<file path="config.mk">
export PLATFORM = sky130hd
export DESIGN_NAME = memwrite_display
export DESIGN_NICKNAME = d
export VERILOG_FILES = /design/src/rtl/memwrite_display.sv
export SDC_FILE = /design/constraint.sdc
export NUM_CORES = 1
export LEC_CHECK = 0
export ABC_AREA = 1
export CAP_MARGIN = 10
export CORE_ASPECT_RATIO = 1.2
export CORE_MARGIN = 3
export CORE_UTILIZATION = 23
export DETAILED_ROUTE_END_ITERATION = 8
export HOLD_SLACK_MARGIN = 0.1
export SLEW_MARGIN = 30
export SYNTH_ARGS = -nofsm -noshare
export SYNTH_HDL_FRONTEND = slang
export SYNTH_SLANG_ARGS = --single-unit
export TNS_END_PERCENT = 5
</file>
<file path="constraint.sdc">
create_clock -name clk -period 2.38 [get_ports clk]
set_input_delay 0.476 -clock clk [delete_from_list [all_inputs] [get_ports clk]]
set_output_delay 0.476 -clock clk [all_outputs]
set_load 0.005 [all_outputs]
</file>
<file path="src/rtl/memwrite_display.sv">
// Snoops CPU data-memory writes into a 16-entry shadow file and shows the switch-selected
// entry on LEDs and a 4-digit hex display. MEMWRITE_DISPLAY_DEBOUNCE_EN enables the switch debouncer.
module memwrite_display #(
    parameter int unsigned SCAN_DIV  = 50000,
    parameter int unsigned DB_CYCLES = 1000000
) (
    input  logic        clk,
    input  logic        rst,
    input  logic        memwrite,
    input  logic [15:0] writeaddr,
    input  logic [15:0] writedata,
    input  logic [3:0]  sw,
    output logic [15:0] LED,
    output logic [6:0]  seg,
    output logic [3:0]  an
);

    localparam logic [15:0] DIV_MAX = 16'(SCAN_DIV - 1);

    if (SCAN_DIV < 2 || SCAN_DIV > 65535 || DB_CYCLES < 2 || DB_CYCLES > 1048575)
    begin : g_bad_param
        $error("memwrite_display: parameter out of range");
    end

    logic [15:0] shadow_q [16];
    logic [15:0] shadow_d [16];
    logic [3:0]  sync1_q, sync1_d;
    logic [3:0]  sw_s_q, sw_s_d;
    logic [3:0]  sel_q, sel_d;
    logic [15:0] led_q, led_d;
    logic [15:0] div_q, div_d;
    logic [1:0]  digit_q, digit_d;
    logic [6:0]  seg_q, seg_d;
    logic [3:0]  an_q, an_d;
    logic        wr_hit;
    logic [3:0]  nib;

`ifdef MEMWRITE_DISPLAY_DEBOUNCE_EN
    localparam logic [19:0] DB_MAX = 20'(DB_CYCLES - 1);
    logic [3:0]  cand_q, cand_d;
    logic [19:0] dbcnt_q, dbcnt_d;
`endif

    function automatic logic [6:0] hex7(input logic [3:0] v);
        logic [6:0] p;
        case (v)
            4'h0: p = 7'h40;
            4'h1: p = 7'h79;
            4'h2: p = 7'h24;
            4'h3: p = 7'h30;
            4'h4: p = 7'h19;
            4'h5: p = 7'h12;
            4'h6: p = 7'h02;
            4'h7: p = 7'h78;
            4'h8: p = 7'h00;
            4'h9: p = 7'h10;
            4'hA: p = 7'h08;
            4'hB: p = 7'h03;
            4'hC: p = 7'h46;
            4'hD: p = 7'h21;
            4'hE: p = 7'h06;
            default: p = 7'h0E;
        endcase
        return p;
    endfunction

    always_comb begin
        wr_hit   = memwrite && (writeaddr[15:4] == 12'h000);
        shadow_d = shadow_q;
        if (wr_hit) shadow_d[writeaddr[3:0]] = writedata;
        // Write-first bypass so a write to the shown entry lands on LED immediately
        led_d = (wr_hit && writeaddr[3:0] == sel_q) ? writedata : shadow_q[sel_q];

        sync1_d = sw;
        sw_s_d  = sync1_q;
        sel_d   = sel_q;
`ifdef MEMWRITE_DISPLAY_DEBOUNCE_EN
        cand_d  = cand_q;
        dbcnt_d = dbcnt_q;
        if (sw_s_q != cand_q) begin
            cand_d  = sw_s_q;
            dbcnt_d = '0;
        end else begin
            if (dbcnt_q != DB_MAX) dbcnt_d = dbcnt_q + 20'd1;
            if (dbcnt_d == DB_MAX) sel_d = cand_q;
        end
`else
        sel_d = sw_s_q;
`endif

        nib     = led_q[{digit_q, 2'b00} +: 4];
        div_d   = div_q + 16'd1;
        digit_d = digit_q;
        seg_d   = seg_q;
        an_d    = an_q;
        if (div_q == DIV_MAX) begin
            div_d   = '0;
            digit_d = digit_q + 2'd1;
            seg_d   = hex7(nib);
            an_d    = ~(4'b0001 << digit_q);
        end
    end

    always_ff @(posedge clk) begin
        if (rst) begin
            shadow_q <= '{default: '0};
            sync1_q  <= '0;
            sw_s_q   <= '0;
            sel_q    <= '0;
            led_q    <= '0;
            div_q    <= '0;
            digit_q  <= '0;
            seg_q    <= 7'h7F;
            an_q     <= 4'hF;
`ifdef MEMWRITE_DISPLAY_DEBOUNCE_EN
            cand_q   <= '0;
            dbcnt_q  <= '0;
`endif
        end else begin
            shadow_q <= shadow_d;
            sync1_q  <= sync1_d;
            sw_s_q   <= sw_s_d;
            sel_q    <= sel_d;
            led_q    <= led_d;
            div_q    <= div_d;
            digit_q  <= digit_d;
            seg_q    <= seg_d;
            an_q     <= an_d;
`ifdef MEMWRITE_DISPLAY_DEBOUNCE_EN
            cand_q   <= cand_d;
            dbcnt_q  <= dbcnt_d;
`endif
        end
    end

    assign LED = led_q;
    assign seg = seg_q;
    assign an  = an_q;

endmodule

</file>
==> results of run 1 <==
==> where the power goes <==
| group | switching, mW | total, mW | internal (mW) | leakage (nW) |
|---|---|---|---|---|
| combinational | 0.409 | 0.630 | 0.221 | 5.89 |
| sequential | 0.0166 | 5.27 | 5.26 | 2.52 |
| clock | 2.33 | 5.62 | 3.29 | 0.586 |
==> area by class of cell <==
type | count | area, um2 | share of cell area, %
Clock buffer | 53 | 1040 | 5.54
Clock inverter | 11 | 143 | 0.756
Inverter | 259 | 982 | 5.21
Multi-Input combinational cell | 1867 | 7670 | 40.6
Sequential cell | 313 | 6270 | 33.2
Tap cell | 901 | 1130 | 5.98
Timing Repair Buffer | 145 | 1630 | 8.62
==> per-layer routing <==
| metal | routed length, um | share of wire (%) | global-route usage (%) | vias to the layer above |
|---|---|---|---|---|
| met4 | 1980 | 4.2 | 5.73 | 2 |
| met2 | 22700 | 48 | 22.7 | 335 |
| met5 | 9 | 0.019 | 0 | - |
| met3 | 2200 | 4.6 | 1.94 | 94 |
| met1 | 20700 | 43 | 16.1 | 6687 |
| li1 | - | - | - | 7770 |
==> Yosys cell counts, drive strengths merged <==
| cell type | count | area [um2] |
|---|---|---|
| xor2 | 2 | 17.5 |
| dfxtp | 313 | 6270 |
| clkinv | 16 | 60.1 |
| o211ai | 1 | 7.51 |
| nand4 | 5 | 31.3 |
| ha | 11 | 138 |
| or2 | 5 | 31.3 |
| nor3 | 4 | 20.0 |
| nand2 | 984 | 3700 |
| nand3b | 2 | 15.0 |
| o21ai | 8 | 40.0 |
| inv | 243 | 912 |
| nand3 | 245 | 1290 |
| a21oi | 21 | 105 |
| buf | 113 | 652 |
| clkbuf | 42 | 158 |
| xnor2 | 2 | 17.5 |
| nor2 | 577 | 2250 |
==> flip-flops by register name, summed over array words and instances (netlist names) <==
register / cells
shadow_q: 256
LED: 16
div_q: 16
seg: 7
an: 4
sel_d: 4
sel_q: 4
sw_s_d: 4
digit_q: 2
==> layout by cell type, fill, tap and decap left out, types with 2 or more instances in the layout <==
master / instances
a21oi_1: 21
buf_12: 30
buf_4: 50
bufinv_16: 2
clkbuf_1: 9
clkbuf_16: 36
clkbuf_8: 8
clkdlybuf4s50_1: 65
clkinv_1: 16
clkinv_2: 4
dfxtp_1: 311
ha_1: 11
inv_1: 238
inv_2: 3
inv_6: 3
nand2_1: 981
nand2_2: 3
nand3_1: 238
nand3_2: 3
nand3_4: 4
nand3b_1: 2
nand4_1: 5
nor2_1: 565
nor2_4: 11
nor3_1: 4
o21ai_0: 8
or2_2: 4
xnor2_1: 2
xor2_1: 2
==> final timing paths <==
check / from / endpoint
hold reg to reg: sw_s_d[0] / sel_d[0]
setup reg to reg: div_q[0] / div_q[8]
hold / removal: sw_s_d[0] / sel_d[0]
setup / recovery: LED[15] / LED[15]
==> through the flow <==
step | power (mW) | cells | util (%) | hold slack, ns | worst slack (ns)
after detailed placement | 6.02 | 3485 | 26.2 | 0.396 | 0.160
after global placement | 6.02 | 3485 | 26.2 | 0.397 | 0.164
final | 11.5 | 3549 | 28.0 | 0.396 | 0.354
after global routing | 11.9 | 3549 | 28.0 | 0.401 | 0.296
after floorplan | 5.74 | 2594 | - | 0.388 | 0.693
after CTS | 11.7 | 3549 | 28.0 | 0.401 | 0.331
==> cells by family after synthesis <==
family / after synthesis
compound gates: 30
buf+inv: 414
flops: 313
xor+xnor: 4
simple gates: 1822
fa+ha+maj: 11
==> results by group, run 1 <==
Setup path
  • Crit path max-delay cell type: clkdlybuf4s50_1
  • Slowest stage delay, CP: 0.56 ns
  • WP depth: 1
  • CP Launch Type: flop
  • Cell Chain, Critical Path: clkdlybuf4s50_1
  • Crit. End Element: output pin
  • CP Class: reg -> out
  • CP delay by family, top: buffers and inverters
  • Crit path DAT: 1.55 ns
  • Worst Reg-to-Reg Cells: 7
  • Worst R2R Setup Slack: 0.50 ns
  • Worst EP required: 1.90 ns
  • Bufs and invs on worst path: 1
  • Max FO, Critical Path: 2

Drt
  • DRT Wirelength: 47.6 mm
  • DRC: 0
  • DR pass1 iterations: 6
  • Post-DRT Antenna Nets: 0
  • Wirelength per Cell: 13.4 um
  • Vias per cell: 4.19
  • Vias post-DR: 14900
  • Iter 0 DRT Violations: 797

STA
  • Final min period: 2.03 ns
  • Slew headroom: 65.9%
  • Max-slew violations: 0
  • Period utilisation layout: 85.1%
  • Setup TNS: 0 ns
  • Worst-Margin Slew: 0.511 ns
  • Final hold vios: 0
  • Unrepaired setup endpoints after global routing: no
  • Final Setup Violations: 0
  • Fmax: 0.494 GHz
  • Worst clock skew: 0.0279 ns

Synthesis
  • Synth Area in Simple Gates: 46.7%
  • Syn nets: 2644
  • Post-Synth Adder-Cell Area: 0.876%
  • Main combinational cell family by area after synthesis: simple AND/OR/NAND/NOR gates
  • Post-synthesis compound-gate area fraction: 0.971%
  • Syn Inst Count: 2594
  • Register bit total from synthesis: 313
  • Ys Warns: 0
  • Syn avg cell area: 6.06 um2
  • Post-synthesis mux area share: 0%
  • Seq/Total Area, Yosys: 39.9%
  • Post-synth cell types: 28
  • Post-Synth XOR/XNOR Area: 0.223%
  • Post-Syn Area: 0.0157 mm2

Layout
  • Fillcell total: 7584
  • Fin area: 0.0189 mm2
  • Synthesis-to-finish area growth: 20.0%
  • Share of layout cells above drive strength 1: 6.34%
  • Inserted Diodes: 0
  • Nets@finish: 2672

Clock network
  • CTS Hold Bufs: 0
  • Clock Sinks: 313
  • Max clock buf depth: 3
  • Clk pin slew, worst setup/hold paths: 0.06 ns
  • Resize count post-CTS: 0
  • Later-pin clock latency in the skew report: 0.55 ns
  • CTS tree: yes
  • Post-CTS setup repair buffer count: 0
  • Cts bufs inserted: 36
  • Clock tree root driver cell: clkbuf_16
  • H-tree depth: 2

Floorplan
  • Std cell rows: 104
  • Ports: 66
  • Die Width: 245 um
  • Core box area: 0.0674 mm2
  • Initial Util: 23.3%
  • Die boundary height: 292 um
  • DIE AREA: 0.0715 mm2

Placed design
  • Detailed placer's ending HPWL: 30.8 mm
  • Port Buffers: 65
  • Placed Area: 0.0177 mm2
  • Placer congestion estimate: 0.816

GRT
  • Gr ovfl total: 0
  • First-pass GRT wire length: 75.5 mm
  • All-Layer GR Usage: 13.1%
  • Number of global-route vias before repair: 13900
  • Largest net degree at the start of global routing: 65
  • Initial antenna violation count: 1

Hold path
  • WHS Path Cells: 2
  • Worst min path class: reg -> reg

Pwr
  • P per Cell Area: 611 mW/mm2
  • Lkg Pwr: 9.00 nW
  • Highest ir drop seen on vdd: 0.406 mV

Status
  • Status: finished clean

Run
  • Total of max-cap violations: 0
Note: power is estimated with default switching activity, not from simulation.
==> run 2, diff against run 1 <==
--- a/config.mk
+++ b/config.mk
@@ -12,6 +12,7 @@
 export CORE_UTILIZATION = 23
 export DETAILED_ROUTE_END_ITERATION = 8
 export HOLD_SLACK_MARGIN = 0.1
+export RECOVER_POWER = 25
 export SLEW_MARGIN = 30
 export SYNTH_ARGS = -nofsm -noshare
 export SYNTH_HDL_FRONTEND = slang
==> results by group, run 2 (synthesized netlist as in run 1, its figures left out) <==
Status
  • Status: finished clean

Setup path
  • Worst R2R Setup Slack: 0.41 ns
  • Reg2Reg Capture Point: div_q[8]
  • Crit. End Element: flop
  • Crit path max-delay cell type: clkbuf_2
  • CP Class: in -> reg
  • R2r startpoint: div_q[0]
  • Slowest stage delay, CP: 0.51 ns
  • Worst EP required: 2.81 ns
  • CP Launch Type: input port
  • Max FO, Critical Path: 32
  • Top cell by count, worst path: nor2_1
  • Crit path DAT: 2.46 ns
  • Worst Reg-to-Reg Cells: 7
  • Cell Chain, Critical Path: clkdlybuf4s50_1 > nor2_1 > nand4_1 > nor2_1 > buf_12 > nand3_1 > clkbuf_2 > nor2_1 > nor2_1

Pwr
  • Overall Power: 11.5 mW
  • Net Sw Frac: 23.9%
  • Seq pwr share: 45.8%
  • Highest ir drop seen on vdd: 0.406 mV
  • Internal: 8.77 mW
  • P per Cell Area: 614 mW/mm2
  • Logic pwr share: 5.4%
  • Net Sw Power: 2.75 mW
  • Clock group share of total power: 48.8%
  • Lkg Pwr: 8.97 nW

Run
  • Total of max-cap violations: 0

STA
  • Final hold vios: 0
  • Unrepaired setup endpoints after global routing: no
  • Final min period: 2.03 ns
  • Min Hold Slack: 0.396 ns
  • Fmax: 0.493 GHz
  • Worst clock skew: 0.0286 ns
  • Final Setup Violations: 0
  • Setup TNS: 0 ns
  • Worst-Margin Slew: 0.905 ns
  • Period utilisation layout: 85.2%
  • Max-slew violations: 0
  • Slew headroom: 39.7%

Clock network
  • Later-pin clock latency in the skew report: 0.55 ns
  • H-tree depth: 2
  • Resize count post-CTS: 0
  • CTS tree: yes
  • Post-CTS setup repair buffer count: 0
  • Clock Sinks: 313
  • Clk pin slew, worst setup/hold paths: 0.06 ns
  • Clock tree root driver cell: clkbuf_16
  • Cts bufs inserted: 36
  • Max clock buf depth: 3
  • CTS Hold Bufs: 0

Placed design
  • Port Buffers: 65
  • Detailed placer's ending HPWL: 30.8 mm
  • Placer congestion estimate: 0.816

GRT
  • Initial antenna violation count: 2
  • Largest net degree at the start of global routing: 65
  • Number of global-route vias before repair: 13900
  • Gr ovfl total: 0
  • All-Layer GR Usage: 13.1%
  • First-pass GRT wire length: 75.5 mm

Drt
  • DRT Wirelength: 47.6 mm
  • Vias post-DR: 14900
  • Wirelength per Cell: 13.4 um
  • DRC: 0
  • Vias per cell: 4.19
  • Iter 0 DRT Violations: 808
  • DR pass1 iterations: 5
  • Post-DRT Antenna Nets: 0

Hold path
  • Min-delay src: sw_s_d[0]
  • Hold endpoint: sel_d[0]
  • WHS Path Cells: 2
  • Worst min path class: reg -> reg

Layout
  • Share of layout cells above drive strength 1: 6.19%
  • Max reg flops: 256
  • Nets@finish: 2672
  • Most flop-heavy register: shadow_q
  • Synthesis-to-finish area growth: 19.5%
  • Commonest non-fill, non-tap cell in the layout: nand2_1
  • Most frequent cells in the layout: nand2_1, nor2_1, dfxtp_1
  • Fillcell total: 7595
  • Final core occ: 27.9%

Floorplan
  • Die boundary height: 292 um
  • Core box area: 0.0674 mm2
  • DIE AREA: 0.0715 mm2
  • Initial Util: 23.3%
  • Std cell rows: 104
  • Die Width: 245 um
  • Ports: 66
## run 2: cell types whose count changed in the layout (fill, tap and decap cells not counted)
cell	delta
buf_4	-1
buf_12	-4
clkbuf_1	+1
diode_2	+1
nand3_1	+2
nand3_4	-1
clkdlybuf4s50_1	-2
clkbuf_2	+4
nor2_1	+1
nor2_4	-1
nand3_2	-1
dlygate4sd3_1	+2
## run 2: critical path, delay by kind of cell
family                 cells  cell delay [ns]
buffers and inverters      3             1.11
and+or+nand+nor            6             0.83
## run 2: cell type report
class / count / area, um2 / area share, %
Clock inverter: 11 / 143 / 0.760
Tap cell: 901 / 1130 / 6.00
Antenna cell: 1 / 2.50 / 0.0133
Sequential cell: 313 / 6270 / 33.4
Clock buffer: 53 / 1040 / 5.56
Timing Repair Buffer: 145 / 1560 / 8.32
Multi-Input combinational cell: 1867 / 7640 / 40.7
Inverter: 259 / 982 / 5.23
## run 2: power groups by stage
stage / clock network [mW] / logic, mW / registers [mW]
floorplan: 0 / 0.357 / 5.38
global placement: 0 / 0.634 / 5.39
detailed placement: 0 / 0.633 / 5.39
CTS: 5.78 / 0.635 / 5.27
global route: 5.95 / 0.695 / 5.27
finish: 5.62 / 0.628 / 5.27
## run 2: how the worst max path moves through the flow
stage / start / end / slack (ns) / depth (start not counted)
6_report: writeaddr[13] / shadow_q[136] / 0.35 / 9
5_1_grt: writeaddr[5] / shadow_q[136] / 0.17 / 9
4_1_cts: LED[15] / LED[15] / 0.33 / 1
3_5_place_dp: writeaddr[13] / LED[3] / 0.16 / 11
3_3_place_gp: writeaddr[10] / shadow_q[235] / 0.16 / 10
2_1_floorplan: digit_q[0] / seg[0] / 0.69 / 14
## run 2: stage by stage
step	worst slack (ns)	instance area [um2]	instances
floorplan	0.693	15700	2594
finish	0.353	18800	3550
CTS	0.331	18900	3549
detailed placement	0.160	17700	3485
global placement	0.164	17700	3485
global route	0.168	18800	3549
## run 2: routing by layer
| layer | wire length, um | vias to the layer above | global-route usage [%] |
|---|---|---|---|
| met1 | 20700 | 6674 | 16.1 |
| li1 | - | 7773 | - |
| met2 | 22700 | 335 | 22.7 |
| met5 | 9 | - | 0 |
| met4 | 1980 | 2 | 5.73 |
| met3 | 2190 | 93 | 1.94 |
